$ cat src/rtl/crossing_timer.sv
// crossing_timer: prescaled interval timer emitting a one-cycle proceed pulse; optional hold input under CROSSING_TIMER_HOLD_EN
module crossing_timer #(
  parameter int PRESCALE   = 4,
  parameter int BASE_TICKS = 3,
  parameter int PRE_W      = 16,
  parameter int CNT_W      = 8
) (
  input  logic             clk,
  input  logic             reset,
  input  logic             tr,
  input  logic [1:0]       multiplier,
`ifdef CROSSING_TIMER_HOLD_EN
  input  logic             hold,
`endif
  output logic             proceed,
  output logic             busy,
  output logic [CNT_W-1:0] remaining
);
  typedef enum logic {IDLE, COUNT} state_t;
  localparam logic [PRE_W-1:0] PRE_MAX = PRE_W'(PRESCALE - 1);
  state_t state, state_n;
  logic [PRE_W-1:0] pre, pre_n;
  logic [CNT_W-1:0] rem_n, load_t;
  logic proceed_n, frz;
`ifdef CROSSING_TIMER_HOLD_EN
  assign frz = hold;
`else
  assign frz = 1'b0;
`endif
  assign load_t = CNT_W'(BASE_TICKS * (int'(multiplier) + 1));
  assign busy = (state == COUNT);
  // state, prescaler, tick count and expiry pulse registers
  always_ff @(posedge clk) begin
    if (!reset) begin
      state     <= IDLE;
      pre       <= '0;
      remaining <= '0;
      proceed   <= 1'b0;
    end else begin
      state     <= state_n;
      pre       <= pre_n;
      remaining <= rem_n;
      proceed   <= proceed_n;
    end
  end
  // a restart always wins; otherwise count ticks and expire on the last one
  always_comb begin
    state_n   = state;
    pre_n     = pre;
    rem_n     = remaining;
    proceed_n = 1'b0;
    if (tr) begin
      state_n = COUNT;
      pre_n   = PRE_MAX;
      rem_n   = load_t;
    end else if (state == COUNT && !frz) begin
      if (pre != '0) begin
        pre_n = pre - 1'b1;
      end else begin
        pre_n = PRE_MAX;
        if (remaining == CNT_W'(1)) begin
          proceed_n = 1'b1;
          rem_n     = '0;
          state_n   = IDLE;
        end else begin
          rem_n = remaining - 1'b1;
        end
      end
    end
  end
endmodule

$ cat config.mk
export PLATFORM = sky130hd
export DESIGN_NAME = crossing_timer
export DESIGN_NICKNAME = d
export VERILOG_FILES = /design/src/rtl/crossing_timer.sv
export SDC_FILE = /design/constraint.sdc
export NUM_CORES = 1
export LEC_CHECK = 0
export ABC_CLOCK_PERIOD_IN_PS = 5900
export CAP_MARGIN = 20
export CORE_MARGIN = 1.5
export CORE_UTILIZATION = 45
export CTS_CLUSTER_DIAMETER = 60
export DETAILED_ROUTE_END_ITERATION = 8
export PLACE_DENSITY = 0.77
export SYNTH_ARGS = -nofsm -noshare
export SYNTH_HDL_FRONTEND = slang
export SYNTH_SLANG_ARGS = --single-unit
$ cat constraint.sdc
create_clock -name clk -period 5.9 [get_ports clk]
set_clock_uncertainty 0.1 [all_clocks]
set_input_delay 1.18 -clock clk [delete_from_list [all_inputs] [get_ports clk]]
set_output_delay 1.18 -clock clk [all_outputs]
set_load 0.1 [all_outputs]
Word level (Yosys, flattened, before mapping)
Cells that the tools add are included.
- bitwise gates (word level): 2
- reductions and logical operators: 5
- add/subtract/negate cells: 3
- mux-type cells: 12
- multiply operators: 1
- equal/unequal tests: 2
- operators by type and width (operator ; number):
    $mux W8 ; 4
    $mux W16 ; 1
    $reduce_bool A16 Y1 ; 1
    $sub A16 B1 Y16 const B ; 1
    $eq A8 B1 Y1 const B ; 1
    $sub A8 B1 Y8 const B ; 1
    $mul A2 B3 Y5 const A ; 1
    $mux W1 ; 5
    $mux W2 ; 2
    $reduce_or A4 Y1 ; 1
    $add A2 B1 Y3 const B ; 1
    $ne A2 B2 Y1 const B ; 1
    $not A1 Y1 ; 2
    $reduce_and A2 Y1 ; 1
    $reduce_bool A2 Y1 ; 1
    $reduce_or A2 Y1 ; 1
- bits of input ports: 5
- logic and storage cells: 30
- output and inout bits: 10
- bits in registers: 26

Longest topological paths before layout
Gate-level depths: netlist of run 1.
- depth in word-level cells: 5
- gate-level depth with buffers: 8
- mapped depth without buffers: 7

Worst setup path before layout of run 1
OpenSTA, ideal clock, no wires.
- kind: register to register
- from: reg remaining[0]
- to: reg state (netlist: busy)
- buffers on the path: 0
- slack: 3.243 ns
- arrival time: 2.442 ns
- cell stages (with the launch flop): 7
- period minus slack after synthesis: 2.657 ns
- library setup time: 0.115 ns
- data required time: 5.685 ns
- cell sequence: dfxtp_1 > ha_1 > or3b_2 > nor4_1 > nand4_1 > a21oi_1 > nor2b_1
- cells in the longest elaborated chain, start to end: 5
- RTL lines (element ; RTL line ; source):
    from (decl) ; 17 ; output logic [CNT_W-1:0] remaining
    from (signal assigned) ; 42 ; remaining <= rem_n;
    $eq A8 B1 Y1 ; 61 ; if (remaining == CNT_W'(1)) begin
    $mux W1 ; 61 ;
    $mux W1 ; 57 ; if (pre != '0) begin
    $mux W1 ; 56 ; end else if (state == COUNT && !frz) begin
    $mux W1 ; 52 ; if (tr) begin
    to (signal assigned) ; 40 ; state <= state_n;
    to (decl) ; 21 ; state_t state, state_n;
Every way passes these cells.
A chain may end at the register's enable or synchronous reset.

Final worst setup path of run 1
- from: reg state (netlist: busy)
- to: out busy
- RTL lines (element ; RTL line ; source):
    to (decl) ; 16 ; output logic busy,
No word-level cell between the ends.

==> results of run 1 <==
Yosys cell counts (4+ instances only):
master   number  share of area [%]
ha_1          8                7.2
xnor2_1      13                8.2
a21oi_1       8                2.9
dfxtp_1      26                 38
xor2_1        4                2.5
nand4_1       4                1.8
nor4_1        4                1.8
nor2_1       27                7.3
inv_1         8                2.2
nand2_1       7                1.9
nor3_1        7                2.5
metrics by stage:
step                      total power, mW  hold slack, ps  area [sq um]  utilization (%)  std cells
after floorplan                    0.2886           355.6          1385                -        158
after global placement             0.3069           391.6          1533            54.18        198
after detailed placement           0.3109           397.7          1533            54.18        198
after CTS                          0.3994           431.0          1569            55.46        202
after global routing               0.4194           467.6          1569            55.46        202
final                              0.3957           427.6          1569            55.46        202
report_power, final:
group | internal, mW | switching (mW) | total [mW]
Sequential | 0.184 | 0.00958 | 0.194
Clock | 0.0377 | 0.0510 | 0.0887
Combinational | 0.0399 | 0.0733 | 0.113
Total | 0.262 | 0.134 | 0.396
cells by family (layout without fill, tap and decap cells):
logic type | Yosys count | in the layout | synth area share (%)
AOI/OAI and AO/OA | 20 | 20 | 9.125
xor gates and xnor gates | 17 | 17 | 10.75
adders and majority gates | 8 | 8 | 7.227
buffers and inverters | 13 | 26 | 4.426
DFF | 26 | 26 | 37.58
muxes | 4 | 4 | 2.981
and+or+nand+nor | 70 | 70 | 27.91
worst paths after layout:
check	startpoint	end	slack [ps]	cells past startpoint
setup / recovery	busy	busy	2590	1
hold / removal	pre[7]	pre[7]	430	2
setup reg to reg	pre[4]	remaining[3]	3290	5
hold reg to reg	pre[7]	pre[7]	430	2
layer usage:
metal / global-route usage (%) / up-vias
met5: 0 / -
li1: - / 578
met3: 2.857 / 6
met2: 31.94 / 16
met4: 6.645 / 0
met1: 20.74 / 520
layout make-up:
type                            instances  area [sq um]  share of cell area (%)
Multi-Input combinational cell        119         803.3                   51.20
Sequential cell                        26         520.5                   33.17
Timing Repair Buffer                   14         140.1                   8.931
Tap cell                               31         38.79                   2.472
Clock buffer                            4         36.28                   2.313
Inverter                                8         30.03                   1.914
registers in the layout (all words and copies together) (netlist names):
signal,cells
proceed,1
busy,1
remaining,8
pre,16
==> flow_summary_export.csv, run 1 <==
group,metric,value,unit
grt,first_pass_grt_wire_length,4643,um
route,route.detailed.wl_per_inst,13.07,um
timing,final_min_period_over_clock_period,56.09,%
logic_synthesis,syn-cell-area,0.001385,sq mm
grt,initial_antenna_violation_count,0,
floorplan,core-area,0.002829,sq mm
clock_tree,clk_pin_slew,130,ps
grt,grt-ovfl-total,0,
place,post-dp-hpwl,2076,um
clock_tree,post-cts-setup-buffers,0,
logic_synthesis,number_of_synthesized_flops_with_an_enable_pin,0,
grt,grt_start_max_net_pins,15,
timing,final_hold_viol_count,0,
setup_path,start_kind,"flip-flop",
place,io_buffer_count,14,
timing,count_of_final_max_slew_check_failures,0,
power_and_ir_drop,vdd.ir_drop.worst,0.1169,mV
setup_path,cp_cell_sequence,"clkdlybuf4s50_1",
logic_synthesis,synth_async_sr_flop_share,0,%
route,detail_route.wirelength,2641,um
route,met1_wl,1165,um
route,routed_via_density,5.545,
outcome,run_status,"complete, no violations",
floorplan,num_io_pins,15,
setup_path,critPathKind,"flip-flop to output pin",
logic_synthesis,synth-seq-cells,26,
setup_path,critical_path.n_buffers_inverters,1,
route,wl_met3,59,um
clock_tree,cts-buffers-inserted,3,
timing,setup-tns-final,0,ps
clock_tree,cts.repair.resized,0,
logic_synthesis,yosys_warnings,0,
route,routed-via-count,1120,
floorplan,floorplan.initialDensity,48.96,%
clock_tree,cts.path.max_buffers,2,
logic_synthesis,post_synth_num_cell_types,40,
timing,rsz0062_at_grt,"false",
logic_synthesis,seq_area_frac_synth,37.58,%
floorplan,placement_rows,19,
grt,gr-usage-all-layers,17.66,%
route,remaining_drc_errors,0,
logic_synthesis,postSynthAreaPerCell,8.766,sq um
place,dpl_worst_slack,2928,ps
clock_tree,cts_tree,"built",
floorplan,dieHeight,58.48,um
layout,final.fill_count,269,
setup_path,cp_data_arrival_time,2030,ps
setup_path,cp_slowest_stage_delay,1200,ps
route,first_pass_iters,4,
place,routabilityCongestion,0.8056,
layout,antenna-diode-count,0,
setup_path,critical_path.endpoint_type,"output pin",
timing,finalWorstPathRequiredPeriod,3309,ps
timing,max_slew.worst_pin.slew,968.0,ps
clock_tree,insertion_delay,320,ps
setup_path,worst-path-max-fanout,9,
timing,slew_headroom,35.26,%
timing,setup_viol,0,
route,topRoutingLayerUsed,"met4",
setup_path,worstPathRequired,4620,ps
grt,via_count_of_the_first_global_routing_pass,1130,
floorplan,die_w,58.48,um
layout,area.growth.synth_to_final,13.28,%
floorplan,die_area,0.003420,sq mm
setup_path,path_delay_family,"buffers and inverters",
setup_path,critPathSlowestCell,"clkdlybuf4s50_1",
timing,minimum_setup_slack_in_the_final_design,2591,ps
power_and_ir_drop,leakagePower,0.6192,nW
route,met2_length,1376,um
logic_synthesis,syn-num-nets,171,
worst_hold_path,hp-class,"flip-flop to flip-flop",
route,drt-initial-drc-count,77,
layout,commonest_cells_after_routing_fill_and_taps_aside,"nor2_1, dfxtp_1, clkdlybuf4s50_1",
layout,mostFrequentLayoutCell,"nor2_1",
layout,design.final.nets,185,
route,drt.antenna.violating_nets,0,
timing,max_freq,302.2,MHz
clock_tree,htree_num_levels,1,
clock_tree,clock_sinks,26,
job,maxCapViolCount,0,
power_and_ir_drop,power_density,252.2,mW/mm^2
logic_synthesis,cells_after_synthesis,158,
logic_synthesis,dominantRegCellSynth,"dfxtp_1",
layout,drive_gt1_share,5.848,%
clock_tree,cts_hold_repair.buffers,0,
clock_tree,clk_root_buffer_cell,"clkbuf_4",
Note: power is estimated with default switching activity, not from simulation.
==> inputs of run 2 (changes only) <==
Settings changed: ABC_CLOCK_PERIOD_IN_PS 5900 to 2800, PLACE_DENSITY 0.77 to 0.79.
Clock period 5.9 ns to 2.8 ns, I/O delays scaled along.
==> flow_summary_export.csv, run 2 (synthesis gave the netlist of run 1 again) <==
group,metric,value,unit
outcome,run_status,"complete, no violations",
place,io_buffer_count,14,
clock_tree,clock_sinks,26,
grt,first_pass_grt_wire_length,4899,um
power_and_ir_drop,leakagePower,0.6560,nW
floorplan,core-area,0.002829,sq mm
floorplan,placement_rows,19,
layout,antenna-diode-count,0,
grt,initial_antenna_violation_count,0,
setup_path,critPathSlowestCell,"or4_1",
clock_tree,cts-buffers-inserted,3,
timing,rsz0062_at_grt,"false",
grt,gr-usage-all-layers,18.34,%
floorplan,floorplan.initialDensity,48.96,%
timing,setup_viol,0,
route,remaining_drc_errors,0,
route,route.detailed.wl_per_inst,13.46,um
setup_path,path_delay_family,"simple AND/OR/NAND/NOR gates",
place,post-dp-hpwl,2173,um
power_and_ir_drop,overall_power_after_layout,0.8477,mW
setup_path,cp_data_arrival_time,2680,ps
timing,final_min_period_over_clock_period,89.30,%
layout,area.growth.synth_to_final,13.64,%
layout,post_layout_nonfiller_instances,206,
clock_tree,cts.repair.resized,0,
setup_path,worstPathRequired,2980,ps
grt,grt_start_max_net_pins,15,
clock_tree,cts.path.max_buffers,2,
route,drt-initial-drc-count,47,
timing,finalWorstPathRequiredPeriod,2500,ps
floorplan,num_io_pins,15,
clock_tree,htree_num_levels,1,
route,detail_route.wirelength,2773,um
setup_path,critical_path.n_buffers_inverters,1,
setup_path,critPathKind,"flip-flop to flip-flop",
setup_path,worst-path-max-fanout,6,
route,first_pass_iters,4,
grt,via_count_of_the_first_global_routing_pass,1140,
timing,max_slew.worst_pin.slew,547.3,ps
setup_path,critical_path.endpoint_type,"flip-flop",
route,routed_via_density,5.617,
timing,minimum_setup_slack_in_the_final_design,299.6,ps
place,numPlacedInstances,202,
floorplan,die_area,0.003420,sq mm
job,maxCapViolCount,0,
setup_path,reg2reg_slack,300,ps
clock_tree,cts_hold_repair.buffers,0,
power_and_ir_drop,power_density,538.6,mW/mm^2
clock_tree,cts_tree,"built",
layout,design.final.nets,189,
setup_path,cp_cell_sequence,"inv_1 -> ha_1 -> or4b_4 -> nor4b_4 -> nand4_2 -> or4_1 -> a21oi_1",
clock_tree,clk_root_buffer_cell,"clkbuf_4",
floorplan,dieHeight,58.48,um
clock_tree,post-cts-setup-buffers,0,
setup_path,cp_slowest_stage_delay,510,ps
timing,count_of_final_max_slew_check_failures,0,
clock_tree,insertion_delay,330,ps
floorplan,die_w,58.48,um
clock_tree,clk_pin_slew,140,ps
layout,registers.top_by_ff_count,"pre",
layout,final_area,0.001574,sq mm
timing,max_freq,399.9,MHz
timing,slew_headroom,63.52,%
layout,largest_reg_flops,16,
worst_hold_path,hp-class,"flip-flop to flip-flop",
route,drt.antenna.violating_nets,0,
timing,final_hold_viol_count,0,
setup_path,start_kind,"flip-flop",
timing,setup-tns-final,0,ps
layout,commonest_cells_after_routing_fill_and_taps_aside,"nor2_1, dfxtp_1, buf_4",
layout,registers_with_the_most_flip_flops,"pre: 16 flops, remaining: 8 flops",
grt,grt-ovfl-total,0,
layout,drive_gt1_share,13.71,%
route,routed-via-count,1157,
layout,mostFrequentLayoutCell,"nor2_1",
place,total_cell_area_at_the_placement_stage,0.001538,sq mm
place,routabilityCongestion,0.8192,
power_and_ir_drop,vdd.ir_drop.worst,0.3883,mV
place,dpl_worst_slack,327.5,ps
-- run 2: cell count changes in the layout (fill, tap and decap cells not counted), sizes merged --
cell           delta
buf              +14
clkdlybuf4s50    -10
-- run 2: path summary, 6_finish.rpt --
check              start           end  cells after the start
setup reg to reg  pre[0]  remaining[7]                      7
hold reg to reg   pre[3]        pre[3]                      2
hold / removal    pre[3]        pre[3]                      2
setup / recovery  pre[0]  remaining[7]                      7
-- run 2: layout make-up --
cell class,instances,area [sq um]
Fill cell,269,1255
Clock buffer,4,36.28
Multi-Input combinational cell,119,803.3
Timing Repair Buffer,18,145.1
Sequential cell,26,520.5
Tap cell,31,38.79
Inverter,8,30.03
-- run 2: per-stage QoR --
step,utilization [%],hold slack (ps)
after floorplan,-,355.6
after global placement,54.36,393.3
after detailed placement,54.36,385.3
after CTS,55.64,403.9
after global routing,55.64,434.3
final,55.64,409.4
-- run 2: metal layers --
metal | GRT usage [%] | part of all wire, %
met1 | 20.84 | 42
met2 | 34.03 | 54
met3 | 4.396 | 3.7
met4 | 4.651 | 0.97
met5 | 0 | 0
-- run 2: worst register-to-register path: stages, from the launching register on --
cell and delay, ps:
dfxtp_1 370, inv_1 110, ha_1 160, or4b_4 490, nor4b_4 350, nand4_2 220, or4_1 510, a21oi_1 150
-- run 2: power by group --
part	total, mW	switching [mW]	internal [mW]
logic	0.245	0.157	0.0886
registers	0.408	0.0201	0.388
clock network	0.194	0.114	0.0797
total	0.848	0.291	0.557
==> inputs of run 3 (changes only) <==
Settings changed: CORE_MARGIN 1.5 to 4, HOLD_SLACK_MARGIN set to 0.15.
==> flow_summary_export.csv, run 3 (synthesis gave the netlist of run 1 again) <==
group,metric,value,unit
outcome,run_status,"complete, no violations",
timing,final_min_period_over_clock_period,87.17,%
clock_tree,clk_root_buffer_cell,"clkbuf_4",
floorplan,core-area,0.002853,sq mm
power_and_ir_drop,overall_power_after_layout,0.8101,mW
setup_path,worstPathRequired,2970,ps
timing,max_freq,409.7,MHz
grt,grt_start_max_net_pins,15,
timing,setup_viol,0,
power_and_ir_drop,power_density,521.7,mW/mm^2
layout,antenna-diode-count,0,
timing,minimum_setup_slack_in_the_final_design,359.1,ps
clock_tree,post-cts-setup-buffers,0,
clock_tree,cts-buffers-inserted,3,
timing,count_of_final_max_slew_check_failures,0,
setup_path,start_kind,"flip-flop",
layout,final_core_utilization,54.43,%
place,post-dp-hpwl,2164,um
layout,largest_reg_flops,16,
place,io_buffer_count,14,
route,routed-via-count,1120,
route,first_pass_iters,2,
floorplan,placement_rows,19,
floorplan,dieHeight,63.48,um
route,drt-initial-drc-count,33,
layout,mostFrequentLayoutCell,"nor2_1",
layout,commonest_cells_after_routing_fill_and_taps_aside,"nor2_1, dfxtp_1, xnor2_1, buf_4",
layout,area.growth.synth_to_final,12.10,%
timing,finalWorstPathRequiredPeriod,2441,ps
clock_tree,cts.path.max_buffers,2,
grt,grt-ovfl-total,0,
clock_tree,clock_sinks,26,
power_and_ir_drop,leakagePower,0.6440,nW
job,maxCapViolCount,0,
route,routed_via_density,5.490,
timing,slew_headroom,64.47,%
layout,design.final.nets,188,
grt,first_pass_grt_wire_length,5016,um
floorplan,floorplan.initialDensity,48.55,%
floorplan,die_area,0.004030,sq mm
setup_path,critical_path.endpoint_type,"flip-flop",
timing,max_slew.worst_pin.slew,532.9,ps
clock_tree,clk_pin_slew,130,ps
layout,registers_with_the_most_flip_flops,"pre: 16 flops, remaining: 8 flops",
route,route.detailed.wl_per_inst,13.41,um
worst_hold_path,hp-class,"flip-flop to flip-flop",
place,dpl_worst_slack,363.0,ps
floorplan,die_w,63.48,um
route,remaining_drc_errors,0,
setup_path,cp_data_arrival_time,2610,ps
route,drt.antenna.violating_nets,0,
timing,rsz0062_at_grt,"false",
clock_tree,insertion_delay,320,ps
clock_tree,htree_num_levels,1,
grt,gr-usage-all-layers,15.28,%
clock_tree,cts.repair.resized,0,
power_and_ir_drop,vdd.ir_drop.worst,0.2920,mV
timing,setup-tns-final,0,ps
clock_tree,cts_hold_repair.buffers,0,
route,detail_route.wirelength,2735,um
place,routabilityCongestion,0.8552,
layout,registers.top_by_ff_count,"pre",
grt,initial_antenna_violation_count,0,
timing,finalHoldWorstSlack,419.6,ps
grt,via_count_of_the_first_global_routing_pass,1213,
clock_tree,cts_tree,"built",
setup_path,worst-path-max-fanout,6,
layout,drive_gt1_share,12.72,%
timing,final_hold_viol_count,0,
floorplan,num_io_pins,15,
setup_path,critPathKind,"flip-flop to flip-flop",
## run 3: metrics by stage
| stage | instances | area (sq um) |
|---|---|---|
| after floorplan | 158 | 1385 |
| after detailed placement | 201 | 1530 |
| after CTS | 204 | 1553 |
| after global routing | 204 | 1553 |
| after global placement | 201 | 1530 |
| final | 204 | 1553 |
## run 3: per-layer routing
layer | vias up | share of wire (%) | track usage (%)
li1 | 583 | - | -
met1 | 520 | 42 | 14.84
met2 | 14 | 54 | 30.64
met3 | 3 | 3.6 | 4.440
met4 | 0 | 0.62 | 4.043
met5 | - | 0 | 0
## run 3: worst max-delay path: stages (launching register included)
cell	delay, ps
dfxtp_1	350
inv_1	100
ha_1	150
or4b_4	480
nor4b_4	350
nand4_2	210
or4_1	500
a21oi_1	140
## run 3: worst paths after layout
path | endpoint | start | slack, ps | cells after the start
max | remaining[7] | pre[0] | 360 | 7
min | remaining[7] | remaining[7] | 420 | 2
max reg2reg | remaining[7] | pre[0] | 360 | 7
min reg2reg | remaining[7] | remaining[7] | 420 | 2
## run 3: final cells by class
cell class	count	area, sq um
Inverter	8	30.03
Clock buffer	3	22.52
Fill cell	265	1300
Tap cell	31	38.79
Multi-Input combinational cell	119	803.3
Sequential cell	26	520.5
Timing Repair Buffer	17	137.6
## run 3: where the power goes
group          internal (mW)  switching [mW]
Sequential             0.388          0.0194
Clock                 0.0506           0.108
Combinational         0.0881           0.156
Total                  0.527           0.283
